`src/rtl/bus_arbiter.sv`:
```
// Round-robin bus arbiter: registered one-hot grant, one dead turnaround
// cycle on every handoff, and a watchdog that revokes over-long tenures.
module bus_arbiter #(
    parameter int NUM_REQ     = 4,
    parameter int ID_W        = 2,
    parameter int TIMEOUT_CYC = 64,
    parameter int CNT_W       = 8
) (
    input  logic               BUS_CLK,
    input  logic               RST,
    input  logic [NUM_REQ-1:0] BR,
    output logic [NUM_REQ-1:0] BG,
    output logic               BUS_BUSY,
    output logic [ID_W-1:0]    GRANT_ID,
    output logic               TIMEOUT
);

    localparam logic [1:0] IDLE  = 2'd0;
    localparam logic [1:0] GRANT = 2'd1;
    localparam logic [1:0] TURN  = 2'd2;

    localparam int TO_LAST = (TIMEOUT_CYC == 0) ? 0 : TIMEOUT_CYC - 1;

    logic [1:0]       state;
    logic [ID_W-1:0]  owner;
    logic [ID_W-1:0]  last;
    logic [CNT_W-1:0] cnt;

    logic             found;
    logic [ID_W-1:0]  winner;
    logic [ID_W-1:0]  idx;

    // Scan starts just past the most recent owner, so it ends up lowest priority.
    always_comb begin
        found  = 1'b0;
        winner = '0;
        idx    = '0;
        for (int i = 0; i < NUM_REQ; i++) begin
            idx = ID_W'((int'(last) + 1 + i) % NUM_REQ);
            if (!found && BR[idx]) begin
                found  = 1'b1;
                winner = idx;
            end
        end
    end

    always_ff @(posedge BUS_CLK) begin
        if (RST) begin
            state    <= IDLE;
            owner    <= '0;
            last     <= ID_W'(NUM_REQ - 1);
            cnt      <= '0;
            BG       <= '0;
            BUS_BUSY <= 1'b0;
            GRANT_ID <= '0;
            TIMEOUT  <= 1'b0;
        end else begin
            TIMEOUT <= 1'b0;
            case (state)
                GRANT: begin
                    if (!BR[owner]) begin
                        state    <= TURN;
                        BG       <= '0;
                        BUS_BUSY <= 1'b0;
                    end else if ((TIMEOUT_CYC != 0) && (cnt == CNT_W'(TO_LAST))) begin
                        state    <= TURN;
                        BG       <= '0;
                        BUS_BUSY <= 1'b0;
                        TIMEOUT  <= 1'b1;
                    end else begin
                        cnt <= cnt + CNT_W'(1);
                    end
                end
                // IDLE and TURN both hand the bus to the next winner, if any.
                default: begin
                    if (found) begin
                        state    <= GRANT;
                        owner    <= winner;
                        last     <= winner;
                        cnt      <= '0;
                        BG       <= NUM_REQ'(1) << winner;
                        BUS_BUSY <= 1'b1;
                        GRANT_ID <= winner;
                    end else begin
                        state    <= IDLE;
                        BG       <= '0;
                        BUS_BUSY <= 1'b0;
                    end
                end
            endcase
        end
    end

endmodule

```
`config.mk`:
```
export PLATFORM = sky130hd
export DESIGN_NAME = bus_arbiter
export DESIGN_NICKNAME = d
export VERILOG_FILES = /design/src/rtl/bus_arbiter.sv
export SDC_FILE = /design/constraint.sdc
export NUM_CORES = 1
export LEC_CHECK = 0
export BUFFER_PORTS_ARGS = -buffer_cell sky130_fd_sc_hd__buf_4
export CORE_MARGIN = 2
export CORE_UTILIZATION = 40
export CTS_CLUSTER_DIAMETER = 80
export DETAILED_ROUTE_END_ITERATION = 7
export HOLD_SLACK_MARGIN = 0.05
export PLACE_DENSITY = 0.66
export SYNTH_ARGS = -nofsm -noshare
export SYNTH_HDL_FRONTEND = slang
export SYNTH_SLANG_ARGS = --single-unit
export TNS_END_PERCENT = 5
```
`constraint.sdc`:
```
create_clock -name BUS_CLK -period 1.7 [get_ports BUS_CLK]
set_input_delay 0.085 -clock BUS_CLK [delete_from_list [all_inputs] [get_ports BUS_CLK]]
set_output_delay 0.085 -clock BUS_CLK [all_outputs]
set_load 0.02 [all_outputs]
```
; Yosys cells after proc, flatten, opt, wreduce, memory -nomap -nowiden
; Cells that the tools add are included.
[word_totals]
reg_bits = 20
input_bits = 6
output_inout_bits = 8
wordCells = 70
[classes]
order_cmp = 5
n_eq_ne = 5
bitwise_logic = 2
n_addsub = 5
mux = 35
reduce_logical = 10
shift = 1
[ops]
columns = op, count
row1 = $mux 8, 4
row2 = $mux 4, 4
row3 = $lt 2x3->1 const B, 5
row4 = $mux 1, 15
row5 = $mux 2, 7
row6 = $bmux 1 s2, 5
row7 = $add 8x1->8 const B, 1
row8 = $eq 8x6->1 const B, 1
row9 = $add 2x2->2 const B, 3
row10 = $ne 2x2->1 const B, 2
row11 = $shl 1x2->4 const A, 1
row12 = $logic_and 1x1->1, 3
row13 = $logic_not 1->1, 3
row14 = $ne 3x3->1 const B, 1
row15 = $reduce_and 3->1, 1
row16 = $reduce_or 3->1, 1
row17 = $add 2x1->2 const B, 1
row18 = $eq 2x1->1 const B, 1
row19 = $not 1->1, 2
row20 = $reduce_and 2->1, 1
row21 = $reduce_bool 2->1, 1

; Logic depth before layout (Yosys ltp)
[logic_depth]
depth_word = 16
mapped_depth = 6
ltp_nobuf = 5

; Worst setup path after synthesis
; No wires, ideal clock.
[synth_path]
path_kind = register to register
from = register owner[1]
to = register cnt[4]
required_ns = 1.573
period_less_slack_ns = 1.582
setup_ns = 0.127
n_path_buf = 0
arrival_ns = 1.455
setup_slack_ns = 0.118
path_stages_with_launch = 5
cell_sequence = dfxtp_1 -> mux4_2 -> o21ai_2 -> a211oi_1 -> mux2i_1
[synth_between]
elab_chain_len = 4
[synth_rtl]
columns = item, line
row1 = from (decl), 25  ; logic [ID_W-1:0] owner;
row2 = from (signal assigned), 78  ; owner <= winner;
row3 = $bmux 1 s2, 61  ; if (!BR[owner]) begin
row4 = $mux 1 (implied by the code), 61
row5 = $ne 2x2->1 (no line), --
row6 = $reduce_and 3->1 (no line), --
row7 = to (signal assigned), 71  ; cnt <= cnt + CNT_W'(1);
row8 = to (decl), 27  ; logic [CNT_W-1:0] cnt;
; No other way between the ends. The select of a mux whose other input is x is not followed.
; A chain may end at the register's enable or synchronous reset.

; Worst setup path in the final report
[layout_path]
from = register cnt[0]
to = register cnt[2]
[layout_between]
elab_chain_len = 4
elab_cells_between_ends = 7
classes_between = add/sub: 1 / eq/ne: 2 / mux: 3 / reduce/logical: 1
[layout_rtl]
columns = item, line
row1 = $add 8x1->8, 71
row2 = $mux 8, 65  ; end else if ((TIMEOUT_CYC != 0) && (cnt == CNT_W'(TO_LAST))) begin
row3 = $mux 8, 61
row4 = $mux 8, 59  ; case (state)
; Parallel ways exist; a longest one is shown, timed or not. The select of a mux whose other input is x is not followed.

==> impl_table.tex <==
\begin{tabular}{lr}
\hline
Metric & Value \\
\hline
\multicolumn{2}{l}{\textbf{Placed design}} \\
Hpwl dp & 1680 um \\
Port Buf Inserts & 13 \\
Placer's final routability congestion estimate & about 0.86 \\
Total placed cells including tap cells & 159 \\
\multicolumn{2}{l}{\textbf{GRT}} \\
Wire length of the first global-routing pass & 3380 um \\
Largest net degree at the start of global routing & 16 \\
Leftover overflow at the end of global routing & 0 \\
Antenna violations before repair & 0 \\
Total global-route track usage & 0.155 \\
Number of global-route vias before repair & 827 \\
\multicolumn{2}{l}{\textbf{Synth}} \\
Yosys reg bits & 19 \\
Share of cell area taken by muxes after synthesis & 0.100 \\
Net count after synthesis & 125 \\
Number of warnings reported in the yosys synthesis log & 0 \\
Most used DFF post-synth & dfxtp\_1 \\
Portion of synthesized cell area occupied by the leading cell type & 0.363 \\
Synth Area in Simple Gates & 0.262 \\
Compound-Gate Fraction of Synth Area & 0.215 \\
Post-synth top area cell & dfxtp\_1 \\
Number of enable flip-flop cells after synthesis & 0 \\
Cell area after synthesis & 0.00105 mm\^{}2 \\
Adder and majority gate portion of the synthesized area & 0.0119 \\
Main combinational cell family by area after synthesis & simple AND/OR/NAND/NOR gates \\
Number of cells produced by synthesis & 118 \\
Cell types with the largest area share after synthesis & dfxtp\_1, mux2i\_1, nand2b\_1, nand2\_1, a21oi\_1 \\
Syn\_area\_per\_cell & 8.88 um\^{}2 \\
Number of distinct library cells after synthesis & 42 \\
Share of the yosys chip area belonging to registers & 0.363 \\
Async set-reset flop share out of synthesis & 0 \\
Xor and xnor fraction of the mapped netlist area & 0 \\
\multicolumn{2}{l}{\textbf{Power and ir drop}} \\
Clock network fraction of total power & 0.228 \\
Power density over the cells & around 800 mW/mm\^{}2 \\
Leakage power & 0.440 nW \\
Sequential power share & 0.501 \\
Net switching power of the design & around 0.33 mW \\
Internal power & 0.683 mW \\
Worst ir drop on vdd & 0.427 mV \\
Switching share of power & 0.322 \\
Relative contribution of combinational cells to total power & 0.270 \\
\multicolumn{2}{l}{\textbf{Critical path}} \\
R2R depth & 5 \\
Critical path's slowest cell & or4\_1 \\
Worst setup SP type & flop \\
Chain of cells forming the critical path & ha\_1 -> nand4bb\_4 -> nor3\_2 -> or4\_1 -> a21boi\_2 \\
Delay of the slowest critical-path stage & 0.53 ns \\
Count of cell instances traversed by the critical path & 5 \\
Critical path buffer and inverter count & 0 \\
Data arrival time at the worst-slack endpoint & 1.85 ns \\
Crit Path Category & reg -> reg \\
Data required time at the worst endpoint & 1.94 ns \\
CP top delay family & simple AND/OR/NAND/NOR gates \\
Sort of element at the end of the critical path & flop \\
Worst-path fanout max & 4 \\
\multicolumn{2}{l}{\textbf{Timing}} \\
Worst Skew & 0.00459 ns \\
Final cycle utilization of the critical path & 0.944 \\
Worst Hold Slack & between 0.06 and 0.07 ns \\
Max-Slew Margin vs Limit & 0.752 \\
Final hold viol count & 0 \\
RSZ-0062 raised after global routing & false \\
Highest clock frequency the design can meet & $\sim$0.62 GHz \\
Max-slew violation total from the final report & 0 \\
Setup TNS & 0 ns \\
Actual slew at the worst max-slew pin & 0.372 ns \\
Final critical delay including setup and external delays & between 1.5 and 2 ns \\
Final Setup Violations & 0 \\
\multicolumn{2}{l}{\textbf{Detailed routing}} \\
Number of design-rule violations left by the first detailed-router iteration & 15 \\
WL/cell & 13.9 um \\
First-pass DRT Iterations & 4 \\
Number of design rule violations left after detail routing & 0 \\
Overall routed net length & 2260 um \\
Detailed-route via count & 917 \\
Remaining antenna violation count & 0 \\
Avg Vias per Cell & 5.63 \\
\multicolumn{2}{l}{\textbf{Clock tree}} \\
Clock Latency Late Sink & 0.29 ns \\
CTS tree & done \\
Clock sink total & 19 \\
Clock transition at path regs & roughly 0.11 ns \\
H-tree Lvls & 1 \\
Maximum number of buffers from clock root to sink & 2 \\
CTS Buf Count & 3 \\
Clock tree root buffer cell & clkbuf\_4 \\
\multicolumn{2}{l}{\textbf{Die}} \\
Die outline area & 0.00304 mm\^{}2 \\
Placeable core region & 0.00248 mm\^{}2 \\
Chip Height & approximately 55 um \\
Horizontal extent of the die & 55.2 um \\
Top-Level Pins & 14 \\
Initial standard-cell utilization of the core & 0.423 \\
Row count & 18 \\
\multicolumn{2}{l}{\textbf{Flow run}} \\
Max\_cap viols & 0 \\
\multicolumn{2}{l}{\textbf{Layout}} \\
Total area of multi-input combinational cells & approximately 650 um\^{}2 \\
N\_diodes & 0 \\
Non-filler instance count after layout & 163 \\
Final net count & approximately 140 \\
Post-Route Utilization & 0.496 \\
Signed area change from the synthesized netlist to the final layout & 17.3\% \\
Highest-count cells in the layout ignoring fill and taps & dfxtp\_1, buf\_4, nand2\_1, nand2b\_1, a21oi\_1 \\
Fill cell count & 261 \\
Sequential cell area & around 380 um\^{}2 \\
Commonest non-fill, non-tap cell in the layout & dfxtp\_1 \\
Share of post-route cells with drive strength above 1 & 0.248 \\
\multicolumn{2}{l}{\textbf{Min path}} \\
Depth of the worst hold-timing path & 2 \\
Type of the tightest min-delay check & in -> reg \\
\multicolumn{2}{l}{\textbf{Run status}} \\
Status & completed \\
\hline
\end{tabular}
==> power by group through the flow <==
stage | logic (mW) | registers, mW | clock network [mW]
6_report | 0.273 | 0.506 | 0.230
5_1_grt | 0.299 | 0.511 | 0.248
4_1_cts | 0.269 | 0.505 | 0.236
3_5_place_dp | 0.266 | 0.516 | 0
3_3_place_gp | 0.263 | 0.513 | 0
2_1_floorplan | 0.161 | 0.534 | 0
==> layout make-up <==
type / instances / area share
sequential: 19 / 0.310
timing repair buffer: 16 / 0.0978
clock buffer: 3 / 0.0183
tap: 30 / 0.0305
clock inverter: 1 / 0.00407
multi-input combinational: 90 / 0.527
inverter: 4 / 0.0122
==> state kept, by name, summed over array words and instances (netlist names) <==
name and flops:
state 2, TIMEOUT 1, owner 2, last 2, cnt 8, BG 4
==> path summary, 6_finish.rpt <==
check,from,to,slack (ns)
setup / recovery,cnt[0]$_SDFFE_PP0P_,cnt[2]$_SDFFE_PP0P_,0.09
hold / removal,RST,cnt[1]$_SDFFE_PP0P_,0.06
setup reg to reg,cnt[0]$_SDFFE_PP0P_,cnt[2]$_SDFFE_PP0P_,0.09
hold reg to reg,BG[0]$_SDFFE_PP0P_,BG[0]$_SDFFE_PP0P_,0.47
==> cells in the mapped netlist (3+ instances only) <==
cell	instances
nor3_1	6
a211oi_1	4
dfxtp_1	19
nor2_1	4
a21oi_1	7
inv_1	4
nand2_1	10
mux2i_1	6
o21ai_0	3
nand2b_1	8
nand3_1	5
==> stage by stage <==
step / setup slack (ns) / total power, mW / area (um^2)
global placement: 0.149 / 0.776 / 1170
CTS: 0.0360 / 1.01 / 1200
floorplan: 0.118 / 0.695 / 1050
global route: 0.0277 / 1.06 / 1230
finish: 0.0944 / 1.01 / 1230
detailed placement: 0.0825 / 0.782 / 1170
==> routing by layer <==
metal  wire length [um]  global-route usage
met5                  0                   0
met4                 15              0.0650
met3                 74              0.0296
met2               1130               0.292
met1               1040               0.168
==> cell families after synthesis <==
logic type,Yosys count
adder cells (fa/ha/maj),1
buffers and inverters,9
AND/OR/NAND/NOR,49
flip-flops,19
multiplexers,9
AO/OA/AOI/OAI,31
==> what timing repair did <==
item,4_1_cts,5_1_grt
resized for setup,0,4
buffers inserted,0,0
endpoints found under the setup margin,0,8
hold buffers,0,0
Note: power is estimated with default switching activity, not from simulation.
